==> src/rtl/ft_tx_mux_pkg.sv <==
// Shared types and constants for the FT60x write-side multiplexer.
package ft_tx_mux_pkg;

  // Write-path sequencing states.
  typedef enum logic [1:0] {
    StIdle,
    StHdr,
    StData,
    StGap
  } tx_state_e;

  // Header magic values that open every burst.
  localparam logic [7:0] HdrMagic32 = 8'hA5;
  localparam logic [3:0] HdrMagic16 = 4'hA;

  // FT60x bus widths.
  localparam int unsigned Ft600DataW = 16;
  localparam int unsigned Ft601DataW = 32;

  // Ceiling log2; clog2(1) == 0.
  function automatic int unsigned clog2(input int unsigned v);
    int unsigned r;
    r = 0;
    while ((64'd1 << r) < 64'(v)) r++;
    return r;
  endfunction

  // Index width that stays at least one bit wide for a single channel.
  function automatic int unsigned idx_w(input int unsigned n);
    return (n > 1) ? clog2(n) : 1;
  endfunction

endpackage

==> src/rtl/ft_tx_mux_rr_arbiter.sv <==
// Combinational round-robin search: first requester strictly after ptr, wrapping.
module ft_tx_mux_rr_arbiter
  import ft_tx_mux_pkg::*;
#(
  parameter int unsigned N    = 4,
  parameter int unsigned IdxW = idx_w(N)
) (
  input  logic [N-1:0]    req_i,
  input  logic [IdxW-1:0] ptr_i,
  input  logic            en_i,
  output logic [IdxW-1:0] gnt_idx_o,
  output logic            gnt_vld_o
);

  logic [IdxW-1:0] hi_idx, lo_idx;
  logic            hi_vld, lo_vld;

  // Lowest requester above ptr wins; otherwise lowest at or below ptr (wrap-around).
  always_comb begin
    hi_idx = '0;
    lo_idx = '0;
    hi_vld = 1'b0;
    lo_vld = 1'b0;
    for (int k = int'(N) - 1; k >= 0; k--) begin
      if (req_i[k]) begin
        if (32'(k) > 32'(ptr_i)) begin
          hi_vld = 1'b1;
          hi_idx = IdxW'(k);
        end else begin
          lo_vld = 1'b1;
          lo_idx = IdxW'(k);
        end
      end
    end
    gnt_idx_o = hi_vld ? hi_idx : lo_idx;
    gnt_vld_o = en_i && (hi_vld || lo_vld);
  end

endmodule

==> src/rtl/ft_tx_mux.sv <==
// FT60x 245-sync FIFO write master: round-robin bursts from CH_N streams,
// optional header word per burst, TXE_N back-pressure on a one-word output register.
module ft_tx_mux
  import ft_tx_mux_pkg::*;
#(
  parameter int unsigned DATA_W    = 32,
  parameter int unsigned CH_N      = 4,
  parameter int unsigned BURST_LEN = 256,
  parameter bit          HDR_EN    = 1'b1
) (
  input  logic                       clk_in,
  input  logic                       rst_in,
  input  logic [CH_N*DATA_W-1:0]     ch_data_in,
  input  logic [CH_N*(DATA_W/8)-1:0] ch_be_in,
  input  logic [CH_N-1:0]            ch_valid_in,
  output logic [CH_N-1:0]            ch_ready_out,
  input  logic                       txe_n_in,
  output logic [DATA_W-1:0]          data_out,
  output logic [DATA_W/8-1:0]        be_out,
  output logic                       data_oe_out,
  output logic                       wr_n_out,
  output logic                       busy_out,
  output logic [2:0]                 grant_out
);

  localparam int unsigned BE_W = DATA_W / 8;
  localparam int unsigned IdxW = idx_w(CH_N);
  localparam int unsigned CntW = clog2(BURST_LEN + 1);
  localparam logic [CntW-1:0] BurstMax = CntW'(BURST_LEN);

  tx_state_e         state_q, state_d;
  logic [IdxW-1:0]   ptr_q, ptr_d;
  logic [IdxW-1:0]   gnt_q, gnt_d;
  logic [15:0]       seq_q, seq_d;
  logic [CntW-1:0]   cnt_q, cnt_d;
  logic              ovalid_q, ovalid_d;
  logic [DATA_W-1:0] odata_q, odata_d;
  logic [BE_W-1:0]   obe_q, obe_d;

  logic [IdxW-1:0]   arb_idx;
  logic              arb_vld;
  logic [DATA_W-1:0] sel_data, hdr_word;
  logic [BE_W-1:0]   sel_be;
  logic              sel_valid, xfer, ready_g, load;

  ft_tx_mux_rr_arbiter #(
    .N    (CH_N),
    .IdxW (IdxW)
  ) u_arb (
    .req_i     (ch_valid_in),
    .ptr_i     (ptr_q),
    .en_i      ((state_q == StIdle) && !txe_n_in),
    .gnt_idx_o (arb_idx),
    .gnt_vld_o (arb_vld)
  );

  // Pick the granted channel's word, byte enables and valid.
  always_comb begin
    sel_data  = '0;
    sel_be    = '0;
    sel_valid = 1'b0;
    for (int k = 0; k < int'(CH_N); k++) begin
      if (gnt_q == IdxW'(k)) begin
        sel_data  = ch_data_in[k*DATA_W +: DATA_W];
        sel_be    = ch_be_in[k*BE_W +: BE_W];
        sel_valid = ch_valid_in[k];
      end
    end
  end

  // Header for the channel being granted right now, stamped with the burst sequence.
  always_comb begin
    if (DATA_W == 32) hdr_word = DATA_W'({HdrMagic32, 8'(arb_idx), seq_q});
    else              hdr_word = DATA_W'({HdrMagic16, 4'(arb_idx), seq_q[7:0]});
  end

  assign xfer = ovalid_q && !txe_n_in;
  assign load = ready_g && sel_valid;

  // Next-state, output-register and handshake logic.
  always_comb begin
    state_d  = state_q;
    ptr_d    = ptr_q;
    gnt_d    = gnt_q;
    seq_d    = seq_q;
    cnt_d    = cnt_q;
    ovalid_d = ovalid_q;
    odata_d  = odata_q;
    obe_d    = obe_q;
    ready_g  = 1'b0;
    unique case (state_q)
      StIdle: begin
        if (arb_vld) begin
          gnt_d = arb_idx;
          ptr_d = arb_idx;
          cnt_d = '0;
          if (HDR_EN) begin
            state_d  = StHdr;
            ovalid_d = 1'b1;
            odata_d  = hdr_word;
            obe_d    = '1;
          end else begin
            state_d = StData;
          end
        end
      end
      StHdr: begin
        // Data may refill the register on the same edge the header leaves.
        ready_g = (cnt_q < BurstMax) && xfer;
        if (xfer) begin
          seq_d    = seq_q + 16'd1;
          ovalid_d = 1'b0;
          state_d  = StData;
        end
      end
      StData: begin
        ready_g = (cnt_q < BurstMax) && (!ovalid_q || xfer);
        if (xfer) ovalid_d = 1'b0;
        // A producer bubble ends the burst early.
        if (!ovalid_q && ((cnt_q == BurstMax) || !sel_valid)) state_d = StGap;
      end
      StGap: state_d = StIdle;
      default: state_d = StIdle;
    endcase
    if (load) begin
      ovalid_d = 1'b1;
      odata_d  = sel_data;
      obe_d    = sel_be;
      cnt_d    = cnt_q + CntW'(1);
    end
  end

  // State and output register; pointer resets to the last channel so channel 0 wins first.
  always_ff @(posedge clk_in or negedge rst_in) begin
    if (!rst_in) begin
      state_q  <= StIdle;
      ptr_q    <= IdxW'(CH_N - 1);
      gnt_q    <= '0;
      seq_q    <= '0;
      cnt_q    <= '0;
      ovalid_q <= 1'b0;
      odata_q  <= '0;
      obe_q    <= '0;
    end else begin
      state_q  <= state_d;
      ptr_q    <= ptr_d;
      gnt_q    <= gnt_d;
      seq_q    <= seq_d;
      cnt_q    <= cnt_d;
      ovalid_q <= ovalid_d;
      odata_q  <= odata_d;
      obe_q    <= obe_d;
    end
  end

  // Only the granted channel ever sees ready.
  always_comb begin
    ch_ready_out = '0;
    for (int k = 0; k < int'(CH_N); k++) begin
      ch_ready_out[k] = ready_g && (gnt_q == IdxW'(k));
    end
  end

  assign wr_n_out    = !ovalid_q;
  assign data_oe_out = ovalid_q;
  assign data_out    = odata_q;
  assign be_out      = obe_q;
  assign busy_out    = (state_q != StIdle);
  assign grant_out   = 3'(gnt_q);

endmodule

==> config.mk <==
export PLATFORM = sky130hd
export DESIGN_NAME = ft_tx_mux
export DESIGN_NICKNAME = d
export VERILOG_FILES = /design/src/rtl/ft_tx_mux_pkg.sv /design/src/rtl/ft_tx_mux_rr_arbiter.sv /design/src/rtl/ft_tx_mux.sv
export SDC_FILE = /design/constraint.sdc
export NUM_CORES = 1
export LEC_CHECK = 0
export ABC_CLOCK_PERIOD_IN_PS = 1900
export CORE_ASPECT_RATIO = 1.4
export CORE_UTILIZATION = 37
export DETAILED_ROUTE_END_ITERATION = 8
export HOLD_SLACK_MARGIN = 0.03
export PLACE_DENSITY = 0.75
export SYNTH_ARGS = -nofsm -noshare
export SYNTH_HDL_FRONTEND = slang
export SYNTH_SLANG_ARGS = --single-unit
==> constraint.sdc <==
create_clock -name clk_in -period 1.9 [get_ports clk_in]
set_input_delay 0.38 -clock clk_in [delete_from_list [all_inputs] [get_ports clk_in]]
set_output_delay 0.38 -clock clk_in [all_outputs]
set_load 0.01 [all_outputs]
==> impl_metrics.toml, run 1 <==
[place]
gp_congestion = 0.8807
hpwlAfterDp_mm = 9.353
placed_area_sq_um = 6474
dp.cells = 735
io_buffers = 195

[power]
vdd_drop_max_uv = 943.1
p_leak_nw = 3.066
p_per_area_nw_per_um2 = 1378

[setup_path]
worst_path_max_delay_cell = "dfrtp_1"
rrSetupSlack_ns = 0
end_kind = "output port"
worstRegToRegCells = 6
crit_path_max_fanout = 4
worstPathCellList = "inv_2 -> ha_4 -> nor2b_4 -> o211ai_1 -> buf_4 -> nor3b_2 -> buf_2"
cp.arrival_ns = 1.86
crit_type = "register to output port"
endpoint = "ch_ready_out[1]"
r2r-end = "data_out[17]$_DFFE_PN0P_"
start_kind = "register"
critical_path.startpoint = "state_q[1]$_DFFE_PN0P_"
critPathRequiredTime_ns = 1.52
r2r-start = "state_q[0]$_DFFE_PN0P_"
max_stage_delay_ns = 0.37

[sta]
rsz0062_at_grt = "yes"
drv_slew = 0
min_period_ns = 2.240
setup_tns_ns = -0.9887
hold_violations = 0
fin_crit_sh_pct = 117.9
skew_ns = 0.004551
finalWorstSetupSlack_ns = -0.3395
setup-violations-final = 4
max_freq_mhz = 446.5

[layout]
nets = 780
layout_commonest_cell = "clkdlybuf4s50_1"
drive_above_1_share_pct = 22.81
final_cell_mix = "clkdlybuf4s50_1, nand2_1, dfrtp_1"
area_delta_synth_final_pct = 73.39
fill_cells = 854
diodes = 0
fin_area_sq_um = 7133
fin_cells = 768

[route]
initialDrtViolationCount = 162
drcViolationCount = 0
vias = 4075
firstDrtPassIters = 4
wire_per_inst_microns = 16.84
routed_wirelength_mm = 12.94
vias_per_cell = 5.306
ant_nets = 0

[yosys]
avgSynthCellArea_sq_um = 10.58
syn-num-nets = 547
synthTopCellsByArea = "dfrtp_1, mux4_2, nand2_1"
synth_top_cell_area_share_pct = 40.15
synth-seq-area-share_pct = 41.42
netlist_area_sq_um = 4114
post-synth-top-area-cell = "dfrtp_1"
synth-async-reset-ratio_pct = 100.0
post_synth_num_cell_types = 50
synth-edff-count = 0
yosys_warnings = 0
synthCells = 389
synth_ff_type = "dfrtp_1"
ys_ff_latch = 68

[floorplanning]
rows = 45
floorplan.io_pins = 197
die_h_microns = 126.8
core_sq_um = 10810
die_area_sq_um = 11550
dieWidth_microns = 91.12
start_util_pct = 38.06

[global_routing]
grt_pass1_vias = 4321
grt_usage_pct = 21.95
gr-total-overflow = 0
grt_max_degree = 37
antenna_found_initial = 0
grt_pass1_wl_mm = 20.20

[flow_run]
max_cap_viol_count = 0

[hold_path]
min_from = "seq_q[15]$_DFFE_PN0P_"
hold_class = "register to register"

[clock_tree]
clkSinkCount = 68
cts_made_buffers = 9
cts_tree = "yes"
htreeDepth = 3
cts_root_buf = "clkbuf_16"
clk_pin_slew_ns = 0.05
cts_buffer_depth = 2
clock_latency_ns = 0.32

[status]
violations = "setup timing"
status = "complete, but fails checks"
[timing repair]
action	4_1_cts	5_1_grt
pin swaps	13	8
hold buffers	1	0
gates cloned	1	5
buffers inserted	9	4
hold endpoints to repair	12	0
endpoints found under the setup margin	28	54
gates resized for setup	33	25
[worst min-delay path by stage]
stage	to	slack, ns	cells after the start
after global placement	data_out[1]$_DFFE_PN0P_	0.37	1
final	seq_q[15]$_DFFE_PN0P_	0.48	1
after detailed placement	data_out[1]$_DFFE_PN0P_	0.37	1
after floorplan	be_out[0]$_DFFE_PN0P_	0.08	0
after CTS	seq_q[15]$_DFFE_PN0P_	0.48	1
after global routing	seq_q[15]$_DFFE_PN0P_	0.50	1
[Yosys cell counts (3+ instances only)]
master	number
nor3b_1	4
xor2_1	5
o21ai_0	8
a21oi_1	3
xnor2_1	10
nor3_1	9
o211ai_1	3
o21a_1	5
nor2_1	23
ha_1	7
dfrtp_1	66
buf_2	12
a211o_1	6
and3_1	8
a31oi_1	16
nand2_1	82
clkbuf_1	13
inv_1	9
o21ai_1	3
nand3_1	19
mux4_2	37
[registers in the layout (all words and copies together), names as in the netlist]
name         flops
seq_q           16
gnt_q            2
state_q          2
cnt_q            9
data_out        32
ptr_q            2
be_out           4
data_oe_out      1
[critical path, delay by kind of cell, from the launching register on]
| family | cells | cell delay, ns |
|---|---|---|
| fa+ha+maj | 1 | 0.27 |
| compound gates | 1 | 0.20 |
| flops | 1 | 0.37 |
| buf+inv | 3 | 0.41 |
| simple gates | 2 | 0.28 |
[where the power goes]
part | switching (W) | internal [W]
combinational | 0.00260 | 0.00333
sequential | 0.000357 | 0.00199
clock | 0.000571 | 0.000989
total | 0.00352 | 0.00631
[stage by stage]
stage          util (%)  hold slack (ns)  worst slack, ns  power [W]
6_report          65.98           0.4819          -0.3395   0.009830
5_1_grt           65.98           0.5044          -0.4065    0.01042
4_1_cts           63.67           0.4814          -0.3211   0.009306
3_5_place_dp      59.88           0.3729          -0.4264   0.007413
3_3_place_gp      59.88           0.3669          -0.3544   0.007262
2_1_floorplan         -          0.08441         -0.01841   0.005216
[cell type report]
| cell class | instances | area (sq um) | area share (%) |
|---|---|---|---|
| Inverter | 10 | 40.04 | 0.5613 |
| Clock inverter | 1 | 5.005 | 0.07016 |
| Timing Repair Buffer | 249 | 2541 | 35.63 |
| Tap cell | 141 | 176.4 | 2.473 |
| Sequential cell | 68 | 1707 | 23.93 |
| Clock buffer | 15 | 277.8 | 3.894 |
| Multi-Input combinational cell | 284 | 2386 | 33.45 |
[layer usage]
layer / vias up / share of wire [%] / global-route usage, %
met1: 1999 / 35 / 23.44
li1: 1896 / - / -
met4: 0 / 2.6 / 8.683
met5: - / 0 / 0
met2: 151 / 57 / 41.98
met3: 29 / 5.5 / 4.257
[logic make-up (layout without fill, tap and decap cells)]
family	after synthesis	in the layout	synth area share [%]
buffers and inverters	38	275	4.197
other	1	1	0.09115
AO/OA/AOI/OAI	55	56	9.398
XOR/XNOR	15	15	3.193
multiplexers	39	39	20.77
flip-flops	68	68	41.42
adder cells (fa/ha/maj)	7	7	2.129
AND/OR/NAND/NOR	166	166	18.80
Power figures use the tool's default switching activity.
==> run 2, diff against run 1 <==
CORE_UTILIZATION = 38   (was 37)
PLACE_DENSITY = 0.76   (was 0.75)
RECOVER_POWER = 50   (was default)
SYNTH_HIERARCHICAL = 1   (was default)
==> run 2 against run 1 <==
  * The run still ends with setup timing left
  * Sequential cell count unchanged
  * Wire length increased by 2.2%
  * Final cell count increased by 0.26%
  * Critical path depth unchanged
  * Worst setup slack improved by 0.083 ns
  * Clock power increased by 15%
  * Clock skew increased by 0.0041 ns
==> impl_metrics.toml, run 2 <==
[yosys]
synthTopCellsByArea = "dfrtp_1, mux4_2, nand2_1"
yosysMostFrequentCell = "dfrtp_1"
synth-edff-count = 0
synth_ff_type = "dfrtp_1"
synth-async-reset-ratio_pct = 100.0
syn-num-nets = 542
avgSynthCellArea_sq_um = 10.86
synthCells = 384
synth-seq-area-share_pct = 40.85
synth_top_cell_area_share_pct = 39.59
post_synth_num_cell_types = 48
ys_ff_latch = 68
netlist_area_sq_um = 4172
post-synth-top-area-cell = "dfrtp_1"
yosys_warnings = 6
synth.cells.most_frequent = "dfrtp_1, nand2_1, nor2_1"

[layout]
area_delta_synth_final_pct = 74.03
layout_commonest_cell = "clkdlybuf4s50_1"
final_cell_mix = "clkdlybuf4s50_1, dfrtp_1, nand2_1"
diodes = 0
largest_reg_flops = 32
fin_area_sq_um = 7259
nets = 786
drive_above_1_share_pct = 24.37
fill_cells = 768
final_util_pct = 69.04

[flow_run]
max_cap_viol_count = 0

[place]
placed_area_sq_um = 6531
hpwlAfterDp_mm = 9.765
gp_congestion = 0.8430
dp_slack_ns = -0.4563
io_buffers = 195

[clock_tree]
clkSinkCount = 68
cts_root_buf = "clkbuf_16"
hold_buffers = 0
cts_tree = "yes"
htreeDepth = 3
cts_made_buffers = 9
cts_buffer_depth = 2
clock_latency_ns = 0.34
clk_pin_slew_ns = 0.06

[floorplanning]
rows = 44
core_sq_um = 10520
die_area_sq_um = 11410
floorplan.io_pins = 197
dieWidth_microns = 90.55
die_h_microns = 126.0
start_util_pct = 39.67

[global_routing]
busiest_layer = "met2"
grt_max_degree = 38
antenna_found_initial = 0
gr-usage-met2_pct = 41.98
grt_pass1_wl_mm = 20.16
gr-total-overflow = 0
use_met3_pct = 7.005
grt_use_met1_pct = 23.20
grt_pass1_vias = 4276
grt_usage_pct = 22.44

[route]
firstDrtPassIters = 4
ant_nets = 0
routed_wirelength_mm = 13.22
drcViolationCount = 0
wire_per_inst_microns = 17.17
vias = 4069
initialDrtViolationCount = 182
vias_per_cell = 5.284

[setup_path]
worstPathCellList = "buf_6 -> ha_4 -> nor2b_4 -> o21a_1 -> buf_6 -> nor3b_2 -> buf_2"
crit_path_max_fanout = 3
start_kind = "register"
crit_top_cell = "buf_6"
max_stage_delay_ns = 0.40
worst_path_max_delay_cell = "dfrtp_1"
rrSetupSlack_ns = -0.08
critPathRequiredTime_ns = 1.52
crit_type = "register to output port"
critPathBufInv = 3
critPathTopFamily = "flip-flops"
end_kind = "output port"
cp.arrival_ns = 1.78

[power]
vdd_drop_max_uv = 705.7
p_leak_nw = 3.142
p_per_area_nw_per_um2 = 1354

[sta]
rsz0062_at_grt = "yes"
max_freq_mhz = 463.7
slew_headroom_pct = 37.38
hold_violations = 0
tightest_slew_ns = 0.9393
finalWorstSetupSlack_ns = -0.2565
skew_ns = 0.008609
fin_crit_sh_pct = 113.5
drv_slew = 0
min_period_ns = 2.156
setup-violations-final = 5

[status]
status = "complete, but fails checks"
violations = "setup timing"

[hold_path]
hold_class = "input port to async pin"
## run 2: report_power, final
| group | switching (W) | internal, W | leakage (nW) | total (W) |
|---|---|---|---|---|
| clock | 0.000610 | 0.00118 | 0.156 | 0.00179 |
| sequential | 0.000398 | 0.00199 | 0.842 | 0.00239 |
| combinational | 0.00230 | 0.00336 | 2.14 | 0.00566 |
## run 2: logic make-up after synthesis
logic type / synth area share, %
compound gates: 10.38
xor+xnor: 3.569
fa+ha+maj: 2.099
buf+inv: 5.069
flops: 40.85
mux: 21.03
other cells: 0.08990
simple gates: 16.92
## run 2: area by class of cell
cell class | count | area [sq um] | share of cell area [%]
timing repair buffer | 261 | 2668 | 36.75
multi-input combinational | 279 | 2362 | 32.54
sequential | 68 | 1707 | 23.51
clock buffer | 11 | 242.7 | 3.344
tap | 138 | 172.7 | 2.378
clock inverter | 4 | 73.82 | 1.017
inverter | 9 | 33.78 | 0.4654
## run 2: metal layers
metal	vias up	part of all wire (%)
met5	-	0
met4	0	2.5
met3	23	7.6
met2	188	54
met1	1966	36
li1	1892	-
## run 2: final timing paths
| kind | depth (start not counted) | start | to |
|---|---|---|---|
| max | 7 | state_q[1]$_DFFE_PN0P_ | ch_ready_out[0] |
| min | 1 | rst_in | seq_q[5]$_DFFE_PN0P_ |
| max reg2reg | 9 | state_q[0]$_DFFE_PN0P_ | state_q[1]$_DFFE_PN0P_ |
| min reg2reg | 1 | seq_q[15]$_DFFE_PN0P_ | seq_q[15]$_DFFE_PN0P_ |
| max in group asynchronous | 2 | rst_in | data_out[0]$_DFFE_PN0P_ |
| min in group clk_in | 1 | seq_q[15]$_DFFE_PN0P_ | seq_q[15]$_DFFE_PN0P_ |
## run 2: timing repair
| action | CTS | global route |
|---|---|---|
| resized for setup | 36 | 21 |
| cloned | 0 | 6 |
| pin swaps | 4 | 7 |
| setup endpoints to repair | 20 | 29 |
| buffers inserted | 9 | 11 |
## run 2: through the flow
| stage | hold slack (ns) | TNS [ns] | cells | power [W] |
|---|---|---|---|---|
| finish | 0.1886 | -1.066 | 770 | 0.009831 |
| floorplan | 0.08441 | 0 | 384 | 0.005108 |
| detailed placement | 0.3814 | -14.21 | 732 | 0.007228 |
| CTS | 0.03079 | -0.9909 | 756 | 0.009309 |
| global placement | 0.3741 | -12.55 | 732 | 0.007073 |
| global route | 0.2742 | -1.618 | 770 | 0.01040 |
## run 2: worst reg2reg max path: cells and delay by family (launching register included)
| family | cells | cell delay [ns] |
|---|---|---|
| and+or+nand+nor | 2 | 0.16 |
| AOI/OAI and AO/OA | 3 | 0.75 |
| muxes | 1 | 0.27 |
| adders and majority gates | 1 | 0.15 |
| DFF | 1 | 0.39 |
| buffers and inverters | 2 | 0.15 |
==> run 3, diff against run 2 <==
CAP_MARGIN = 15   (was default)
CORE_ASPECT_RATIO = default   (was 1.4)
==> run 3 against run 2 <==
  * The flow still finishes with violations (setup timing)
  * First-iteration DRC count is 14% higher
  * Total power is 7.8% lower
  * Global-route usage up 0.53 points
  * Via count shrank 1.4%
  * Maximum frequency down 0.31%
  * Largest power group unchanged
  * Critical endpoint unchanged
  * Clock power down 32%
  * Register-to-register slack about the same
  * Worst setup slack got worse by 0.0068 ns
  * Utilization decreased by 2.0 points
  * Worst hold slack improved by 0.30 ns
  * Highest routed layer unchanged
  * Non-clock buffer count fell by 14
  * Combinational power shrank 3%
==> impl_metrics.toml, run 3 (synthesized netlist as in run 2, its figures left out) <==
[route]
wl_met3_mm = 1.107
ant_nets = 0
routed_wirelength_mm = 13.51
routed.top_layer = "met4"
initialDrtViolationCount = 208
wire_per_inst_microns = 17.89
firstDrtPassIters = 4
wl_met1_mm = 5.119
vias = 4012
vias_per_cell = 5.314
drcViolationCount = 0
wl_met2_mm = 7.151

[layout]
diodes = 0
nets = 772
multi_input_area_sq_um = 2352
layout_commonest_cell = "clkdlybuf4s50_1"
largest_reg_flops = 32
fin_cells = 755
area_delta_synth_final_pct = 68.06
final_cell_mix = "clkdlybuf4s50_1, dfrtp_1, nand2_1"
ff_latch_area_sq_um = 1708
drive_above_1_share_pct = 22.94
fin_area_sq_um = 7010
fill_cells = 820

[setup_path]
worstRegToRegCells = 9
crit_type = "register to output port"
r2r-end = "be_out[1]$_DFFE_PN0P_"
rrSetupSlack_ns = -0.08
start_kind = "register"
r2r-start = "state_q[0]$_DFFE_PN0P_"
cp.arrival_ns = 1.78
crit_path_max_fanout = 3
end_kind = "output port"
critPathRequiredTime_ns = 1.52

[clock_tree]
cts_tree = "yes"
clock_latency_ns = 0.35
clk_pin_slew_ns = 0.08
cts_buffer_depth = 2
htreeDepth = 3
cts_root_buf = "clkbuf_8"
cts_made_buffers = 9
clkSinkCount = 68

[global_routing]
gr-total-overflow = 0
grt_pass1_wl_mm = 20.13
grt_usage_pct = 22.97
antenna_found_initial = 0
grt_pass1_vias = 4037
grt_max_degree = 36

[place]
hpwlAfterDp_mm = 9.928
dp.cells = 725
placed_area_sq_um = 6529
gp_congestion = 0.8242
io_buffers = 195

[sta]
skew_ns = 0.009763
slew_headroom_pct = 39.79
whs_ns = 0.4840
rsz0062_at_grt = "yes"
max_freq_mhz = 462.3
tightest_slew_ns = 0.9031
drv_slew = 0
hold_violations = 0
finalWorstSetupSlack_ns = -0.2633
fin_crit_sh_pct = 113.9
setup-violations-final = 26
min_period_ns = 2.163

[flow_run]
max_cap_viol_count = 0

[floorplanning]
die_area_sq_um = 11400
start_util_pct = 39.87
die_h_microns = 106.8
floorplan.io_pins = 197
dieWidth_microns = 106.8
core_sq_um = 10460
rows = 37

[status]
violations = "setup timing"
status = "complete, but fails checks"

[power]
p_per_area_nw_per_um2 = 1293
power.total_w = 0.009066
vdd_drop_max_uv = 855.3
p_leak_nw = 2.978

[hold_path]
min_to = "seq_q[15]$_DFFE_PN0P_"
whs_path_depth = 1
min_from = "seq_q[15]$_DFFE_PN0P_"
hold_class = "register to register"
run 3: area by class of cell:
| class | instances | share of cell area (%) |
|---|---|---|
| clock inverters | 4 | 0.6961 |
| clock buffers | 12 | 2.070 |
| multi-input cells | 279 | 33.55 |
| flip-flops and latches | 68 | 24.36 |
| well taps | 136 | 2.427 |
| repair buffers | 247 | 36.41 |
| inverters | 9 | 0.4819 |
run 3: worst max-delay path by stage:
stage                                      start                     end  cells past startpoint
final                     state_q[0]$_DFFE_PN0P_         ch_ready_out[0]                      7
after global placement                  txe_n_in         ch_ready_out[0]                      5
after detailed placement                txe_n_in         ch_ready_out[0]                      5
after global routing      state_q[1]$_DFFE_PN0P_         ch_ready_out[0]                      7
after floorplan           state_q[1]$_DFFE_PN0P_  state_q[1]$_DFFE_PN0P_                      9
after CTS                 state_q[1]$_DFFE_PN0P_         ch_ready_out[0]                      7
run 3: critical path: stages (launching register included):
cell	delay, ns
dfrtp_1	0.37
inv_2	0.08
ha_4	0.27
nor2b_4	0.13
o21a_1	0.19
buf_6	0.12
nor3b_2	0.13
buf_2	0.14
run 3: report_power, final:
group	leakage (nW)	switching, W	total, W	internal [W]
Sequential	0.841	0.000406	0.00239	0.00199
Combinational	2.04	0.00224	0.00547	0.00323
Clock	0.100	0.000566	0.00121	0.000641
run 3: what timing repair did:
item | 4_1_cts | 5_1_grt
setup buffers | 3 | 5
hold buffers | 1 | 0
pin swaps | 4 | 5
resized for setup | 28 | 24
cloned | 0 | 5
endpoints found under the hold margin | 34 | 0
endpoints found under the setup margin | 10 | 31
run 3: metrics by stage:
step,util [%],setup TNS (ns),setup WS [ns]
2_1_floorplan,-,0,0.009153
3_3_place_gp,62.40,-10.24,-0.4793
3_5_place_dp,62.40,-12.13,-0.4497
4_1_cts,64.79,-0.9491,-0.2887
5_1_grt,67.01,-5.709,-0.3578
6_report,67.01,-1.399,-0.2633
run 3: routing by layer:
layer  vias to the layer above  track usage, %
li1                       1868               -
met1                      1952           25.58
met2                       182           42.21
met3                        10           7.112
met4                         0           5.969
met5                         -               0
